$ cat src/rtl/io_rx_controller_if.sv
// Image SRAM port bundle: row/column address, write data and the two strobes.
// The master drives every signal; the SRAM model only observes them.
interface img_sram_intf;
  logic [7:0] row;
  logic [7:0] col;
  logic [7:0] din;
  logic       write_en;
  logic       sense_en;

  modport mst (output row, output col, output din, output write_en, output sense_en);
  modport slv (input row, input col, input din, input write_en, input sense_en);
endinterface

$ cat src/rtl/io_rx_controller.sv
// Byte-stream receiver that fills the image SRAM in row-major order.
// Dimensions are latched at start; done pulses once the final byte is committed.
module io_rx_controller (
  input  logic             clk,
  input  logic             rst,
  input  logic             start,
  input  logic [7:0]       nrows,
  input  logic [7:0]       ncols,
  input  logic             abort,
  input  logic [7:0]       din,
  input  logic             din_valid,
  output logic             din_ready,
  output logic             busy,
  output logic             done,
  output logic [1:0]       state_dbg,
  img_sram_intf.mst        sram_img
);

  typedef enum logic [1:0] {
    ST_IDLE  = 2'd0,
    ST_RECV  = 2'd1,
    ST_FLUSH = 2'd2
  } state_e;

  state_e     state_q, state_d;
  logic [7:0] rows_q, rows_d;
  logic [7:0] cols_q, cols_d;
  logic [8:0] row_idx_q, row_idx_d;
  logic [8:0] col_idx_q, col_idx_d;
  logic [7:0] wr_row_q, wr_row_d;
  logic [7:0] wr_col_q, wr_col_d;
  logic [7:0] wr_din_q, wr_din_d;
  logic       write_en_q, write_en_d;
  logic       done_q, done_d;
  logic       last_col;
  logic       last_row;

  // Handshake: a byte transfers on every rising edge where din_valid && din_ready.
  // din_ready depends only on the state register, never on din_valid.
  assign din_ready = (state_q == ST_RECV);
  assign busy      = (state_q != ST_IDLE);
  assign done      = done_q;
  assign state_dbg = state_q;

  assign sram_img.row      = wr_row_q;
  assign sram_img.col      = wr_col_q;
  assign sram_img.din      = wr_din_q;
  assign sram_img.write_en = write_en_q;
  assign sram_img.sense_en = 1'b1;

  assign last_col = (col_idx_q == ({1'b0, cols_q} - 9'd1));
  assign last_row = (row_idx_q == ({1'b0, rows_q} - 9'd1));

  always_comb begin
    state_d    = state_q;
    rows_d     = rows_q;
    cols_d     = cols_q;
    row_idx_d  = row_idx_q;
    col_idx_d  = col_idx_q;
    wr_row_d   = wr_row_q;
    wr_col_d   = wr_col_q;
    wr_din_d   = wr_din_q;
    write_en_d = 1'b0;
    done_d     = 1'b0;

    // Abort wins over everything in the frame, including a same-edge accept.
    if (abort) begin
      state_d = ST_IDLE;
    end else begin
      case (state_q)
        ST_IDLE: begin
          if (start) begin
            rows_d    = nrows;
            cols_d    = ncols;
            row_idx_d = 9'd0;
            col_idx_d = 9'd0;
            if ((nrows == 8'd0) || (ncols == 8'd0)) begin
              done_d = 1'b1;
            end else begin
              state_d = ST_RECV;
            end
          end
        end
        ST_RECV: begin
          if (din_valid) begin
            write_en_d = 1'b1;
            wr_din_d   = din;
            wr_row_d   = row_idx_q[7:0];
            wr_col_d   = col_idx_q[7:0];
            if (last_col) begin
              col_idx_d = 9'd0;
              row_idx_d = row_idx_q + 9'd1;
              if (last_row) begin
                state_d = ST_FLUSH;
              end
            end else begin
              col_idx_d = col_idx_q + 9'd1;
            end
          end
        end
        ST_FLUSH: begin
          done_d  = 1'b1;
          state_d = ST_IDLE;
        end
        default: begin
          state_d = ST_IDLE;
        end
      endcase
    end
  end

  always_ff @(posedge clk) begin
    if (rst) begin
      state_q    <= ST_IDLE;
      rows_q     <= 8'd0;
      cols_q     <= 8'd0;
      row_idx_q  <= 9'd0;
      col_idx_q  <= 9'd0;
      wr_row_q   <= 8'd0;
      wr_col_q   <= 8'd0;
      wr_din_q   <= 8'd0;
      write_en_q <= 1'b0;
      done_q     <= 1'b0;
    end else begin
      state_q    <= state_d;
      rows_q     <= rows_d;
      cols_q     <= cols_d;
      row_idx_q  <= row_idx_d;
      col_idx_q  <= col_idx_d;
      wr_row_q   <= wr_row_d;
      wr_col_q   <= wr_col_d;
      wr_din_q   <= wr_din_d;
      write_en_q <= write_en_d;
      done_q     <= done_d;
    end
  end

endmodule

$ cat src/flat_wrapper.sv
// flat-port wrapper written by rule: the top's interface ports become plain ports
module io_rx_controller_flat 
  (clk, rst, start, nrows, ncols, abort, din, din_valid, din_ready, busy, done, state_dbg, sram_img_row, sram_img_col, sram_img_din, sram_img_write_en, sram_img_sense_en);
  img_sram_intf sram_img_i ();
  input  logic clk;
  input  logic rst;
  input  logic start;
  input  logic [7:0] nrows;
  input  logic [7:0] ncols;
  input  logic abort;
  input  logic [7:0] din;
  input  logic din_valid;
  output logic din_ready;
  output logic busy;
  output logic done;
  output logic [1:0] state_dbg;
  output wire logic [$bits(sram_img_i.row)-1:0] sram_img_row;
  output wire logic [$bits(sram_img_i.col)-1:0] sram_img_col;
  output wire logic [$bits(sram_img_i.din)-1:0] sram_img_din;
  output wire logic [$bits(sram_img_i.write_en)-1:0] sram_img_write_en;
  output wire logic [$bits(sram_img_i.sense_en)-1:0] sram_img_sense_en;
  assign sram_img_row = sram_img_i.row;
  assign sram_img_col = sram_img_i.col;
  assign sram_img_din = sram_img_i.din;
  assign sram_img_write_en = sram_img_i.write_en;
  assign sram_img_sense_en = sram_img_i.sense_en;
  io_rx_controller u_core (.clk(clk), .rst(rst), .start(start), .nrows(nrows), .ncols(ncols), .abort(abort), .din(din), .din_valid(din_valid), .din_ready(din_ready), .busy(busy), .done(done), .state_dbg(state_dbg), .sram_img(sram_img_i));
endmodule
$ cat config.mk
export PLATFORM = sky130hd
export DESIGN_NAME = io_rx_controller_flat
export DESIGN_NICKNAME = d
export VERILOG_FILES = /design/src/rtl/io_rx_controller_if.sv /design/src/rtl/io_rx_controller.sv /design/src/flat_wrapper.sv
export SDC_FILE = /design/constraint.sdc
export NUM_CORES = 1
export LEC_CHECK = 0
export CORE_MARGIN = 8
export CORE_UTILIZATION = 35
export DETAILED_ROUTE_END_ITERATION = 8
export SETUP_SLACK_MARGIN = 0.4
export SLEW_MARGIN = 20
export SYNTH_ARGS = -nofsm -noshare
export SYNTH_HDL_FRONTEND = slang
export SYNTH_SLANG_ARGS = --single-unit
$ cat constraint.sdc
create_clock -name clk -period 3.35 [get_ports clk]
set_clock_uncertainty 0.2 [all_clocks]
set_input_delay 0.67 -clock clk [delete_from_list [all_inputs] [get_ports clk]]
set_output_delay 0.67 -clock clk [all_outputs]
set_load 0.005 [all_outputs]
==> impl_metrics.env <==
export IMPL_grt_max_degree=54
export IMPL_setup_tns_ps=0
export IMPL_critPathLaunch="u_core.state_dbg[0]"
export IMPL_tightestPinTransition_ps=960
export IMPL_place_ws_ps=519
export IMPL_dieArea_mm2=0.0124
export IMPL_worst_path_max_fanout=9
export IMPL_grt_met3_usage_pct=3.57
export IMPL_drive_gt1_share_pct=9.01
export IMPL_synth_edff_count=0
export IMPL_dr_pass1_iters=4
export IMPL_rows=34
export IMPL_crit_required_ps=2480
export IMPL_grt_pass1_wl_um=13800
export IMPL_synth_flop_cell="dfxtp_1"
export IMPL_syn_to_final_growth_pct=26.2
export IMPL_slew_viol_final=0
export IMPL_fp_dieH_um=111
export IMPL_busiest_layer="met2"
export IMPL_vias_per_cell=5.24
export IMPL_syn_avg_cell_area_um2=7.88
export IMPL_numCtsBuffers=9
export IMPL_mostFrequentLayoutCells="nand2_1 (97), dfxtp_1 (62), clkdlybuf4s50_1 (57), a21oi_1 (54), nor3_1 (19)"
export IMPL_p_leak_uw=0.00133
export IMPL_clkSlewWorstSetupHoldPaths_ps=70
export IMPL_antenna_left=0
export IMPL_power_density_cell_area_mw_per_mm2=405
export IMPL_grt_use_met1_pct=14.4
export IMPL_syn_num_nets=436
export IMPL_coreArea_mm2=0.00876
export IMPL_stdcell_count=563
export IMPL_clockBufferDepth=2
export IMPL_place_hpwl_um=5930
export IMPL_syn_cell_area_mm2=0.00318
export IMPL_start_util_pct=36.3
export IMPL_rsz0062_at_grt="no"
export IMPL_n_antenna_cell=0
export IMPL_post_route_min_period_ps=2800
export IMPL_grt_use_met2_pct=23.1
export IMPL_fmax_ghz=0.357
export IMPL_drt_iter0_markers=81
export IMPL_avgRoutedWirePerCell_um=14.5
export IMPL_critPathKind="flop to output pin"
export IMPL_postSynth_asyncResetShare_pct=0
export IMPL_ys_seq_elements=62
export IMPL_ys_warnings_count=0
export IMPL_hp_class="flop to flop"
export IMPL_die_w_um=111
export IMPL_io_buffers=58
export IMPL_r2r_start="u_core.cols_q[0]"
export IMPL_yosysSeqAreaShare_pct=39.1
export IMPL_crit_path_start_kind="flop"
export IMPL_post_route_worst_setup_slack_ps=552
export IMPL_period_share_pct=83.5
export IMPL_synthCells=403
export IMPL_pin_count=60
export IMPL_fin_util_pct=45.7
export IMPL_cts_setup_buffers=0
export IMPL_timing_slew_headroom_pct=36.0
export IMPL_layout_nets=483
export IMPL_gp_congestion=0.816
export IMPL_clock_sinks=62
export IMPL_overflow=0
export IMPL_grt_use_total_pct=13.0
export IMPL_clk_latency_ps=340
export IMPL_grt_pass1_vias=2899
export IMPL_final_common_cell="nand2_1"
export IMPL_cts_htree_levels=3
export IMPL_status="completed"
export IMPL_ir_worst_vdd_v=0.000212
export IMPL_wirelength_um=8140
export IMPL_worst_setup_path_end_kind="output pin"
export IMPL_root_buffer="clkbuf_8"
export IMPL_hold_violations=0
export IMPL_setup_viol=0
export IMPL_drc=0
export IMPL_vias=2949
export IMPL_antenna_found_initial=0
export IMPL_place_inst=547
export IMPL_synth_cell_types=54
export IMPL_hp_start="u_core.sram_img.col[2]"
export IMPL_cap_violations=0
export IMPL_total_power_uw=1620
export IMPL_critPathArrivalTime_ps=1930
export IMPL_cts_tree="done"
[through the flow]
step / instance area (µm²) / hold slack, ps
5_1_grt: 4010 / 277
2_1_floorplan: 3180 / 253
4_1_cts: 4000 / 260
6_report: 4010 / 255
3_3_place_gp: 3800 / 243
3_5_place_dp: 3800 / 249
[flip-flops by register name, summed over array words and instances (netlist names), 2 cells and up]
signal,cells
u_core.sram_img.row,8
u_core.sram_img.col,8
u_core.row_idx_q,9
u_core.col_idx_q,9
u_core.rows_q,8
u_core.state_dbg,2
u_core.sram_img.din,8
u_core.cols_q,8
[report_power, final]
part	total [µW]	switching, µW	internal (µW)
combinational	195	102	92.9
sequential	767	17.9	749
clock	661	315	346
[path summary, 6_finish.rpt]
check	slack, ps	to	cells after the start
max	550	din_ready	3
min	250	u_core.sram_img.col[2]	2
min reg2reg	250	u_core.sram_img.col[2]	2
max reg2reg	710	u_core.row_idx_q[7]	8
[timing repair]
action                     4_1_cts  5_1_grt
setup endpoints to repair        0       11
hold buffers                     0        0
gates resized for setup          0        2
[logic make-up (layout without fill, tap and decap cells)]
group                    Yosys count  after routing  share of synthesized area [%]
AO/OA/AOI/OAI                     81             81                           16.2
XOR/XNOR                          26             26                           7.17
adder cells (fa/ha/maj)            4              4                           1.58
buffers and inverters             38             90                           5.44
flip-flops                        62             62                           39.1
multiplexers                       7              7                           2.25
other                              1              1                          0.118
AND/OR/NAND/NOR                  184            184                           28.2
[cell usage after synthesis (all sizes together), types with 2 or more instances]
library cell / count / share of area, %
o22ai: 2 / 0.59
nand2: 97 / 11
mux2i: 6 / 1.9
xnor2: 16 / 4.4
nor2: 8 / 0.95
nor4: 10 / 2.2
o21ai: 3 / 0.47
or4: 2 / 0.47
inv: 10 / 1.2
a21oi: 55 / 8.8
clkbuf: 22 / 2.6
or3: 9 / 1.8
buf: 4 / 1.1
nor3b: 3 / 0.71
and4: 3 / 0.87
nand3: 7 / 1.1
a31oi: 3 / 0.59
or2b: 2 / 0.55
ha: 4 / 1.6
o21a: 2 / 0.47
or2: 3 / 0.59
dfxtp: 62 / 39
o31ai: 5 / 1.2
nand4: 9 / 1.8
xor2: 10 / 2.8
nand3b: 3 / 0.71
nand2b: 3 / 0.59
nor3: 19 / 3.0
or3b: 3 / 0.83
[per-layer routing]
metal | share of wire [%] | vias to the layer above
met2 | 51 | 44
met4 | 1.6 | 0
li1 | - | 1489
met5 | 0 | -
met1 | 44 | 1402
met3 | 3.5 | 14
[cell type report]
class                      count  area (µm²)
timing repair buffer          63         613
inverter                      11        41.3
sequential                    62        1240
clock buffer                   9         124
multi-input combinational    303        1780
tap                          108         135
fill                         847        4760
clock inverter                 7        72.6
[critical path, stage by stage, from the launching register on]
cell	delay [ps]
dfxtp_1	440
or2b_2	370
clkinv_1	230
clkdlybuf4s50_1	560
No activity file was read; power rests on OpenSTA's default activity.
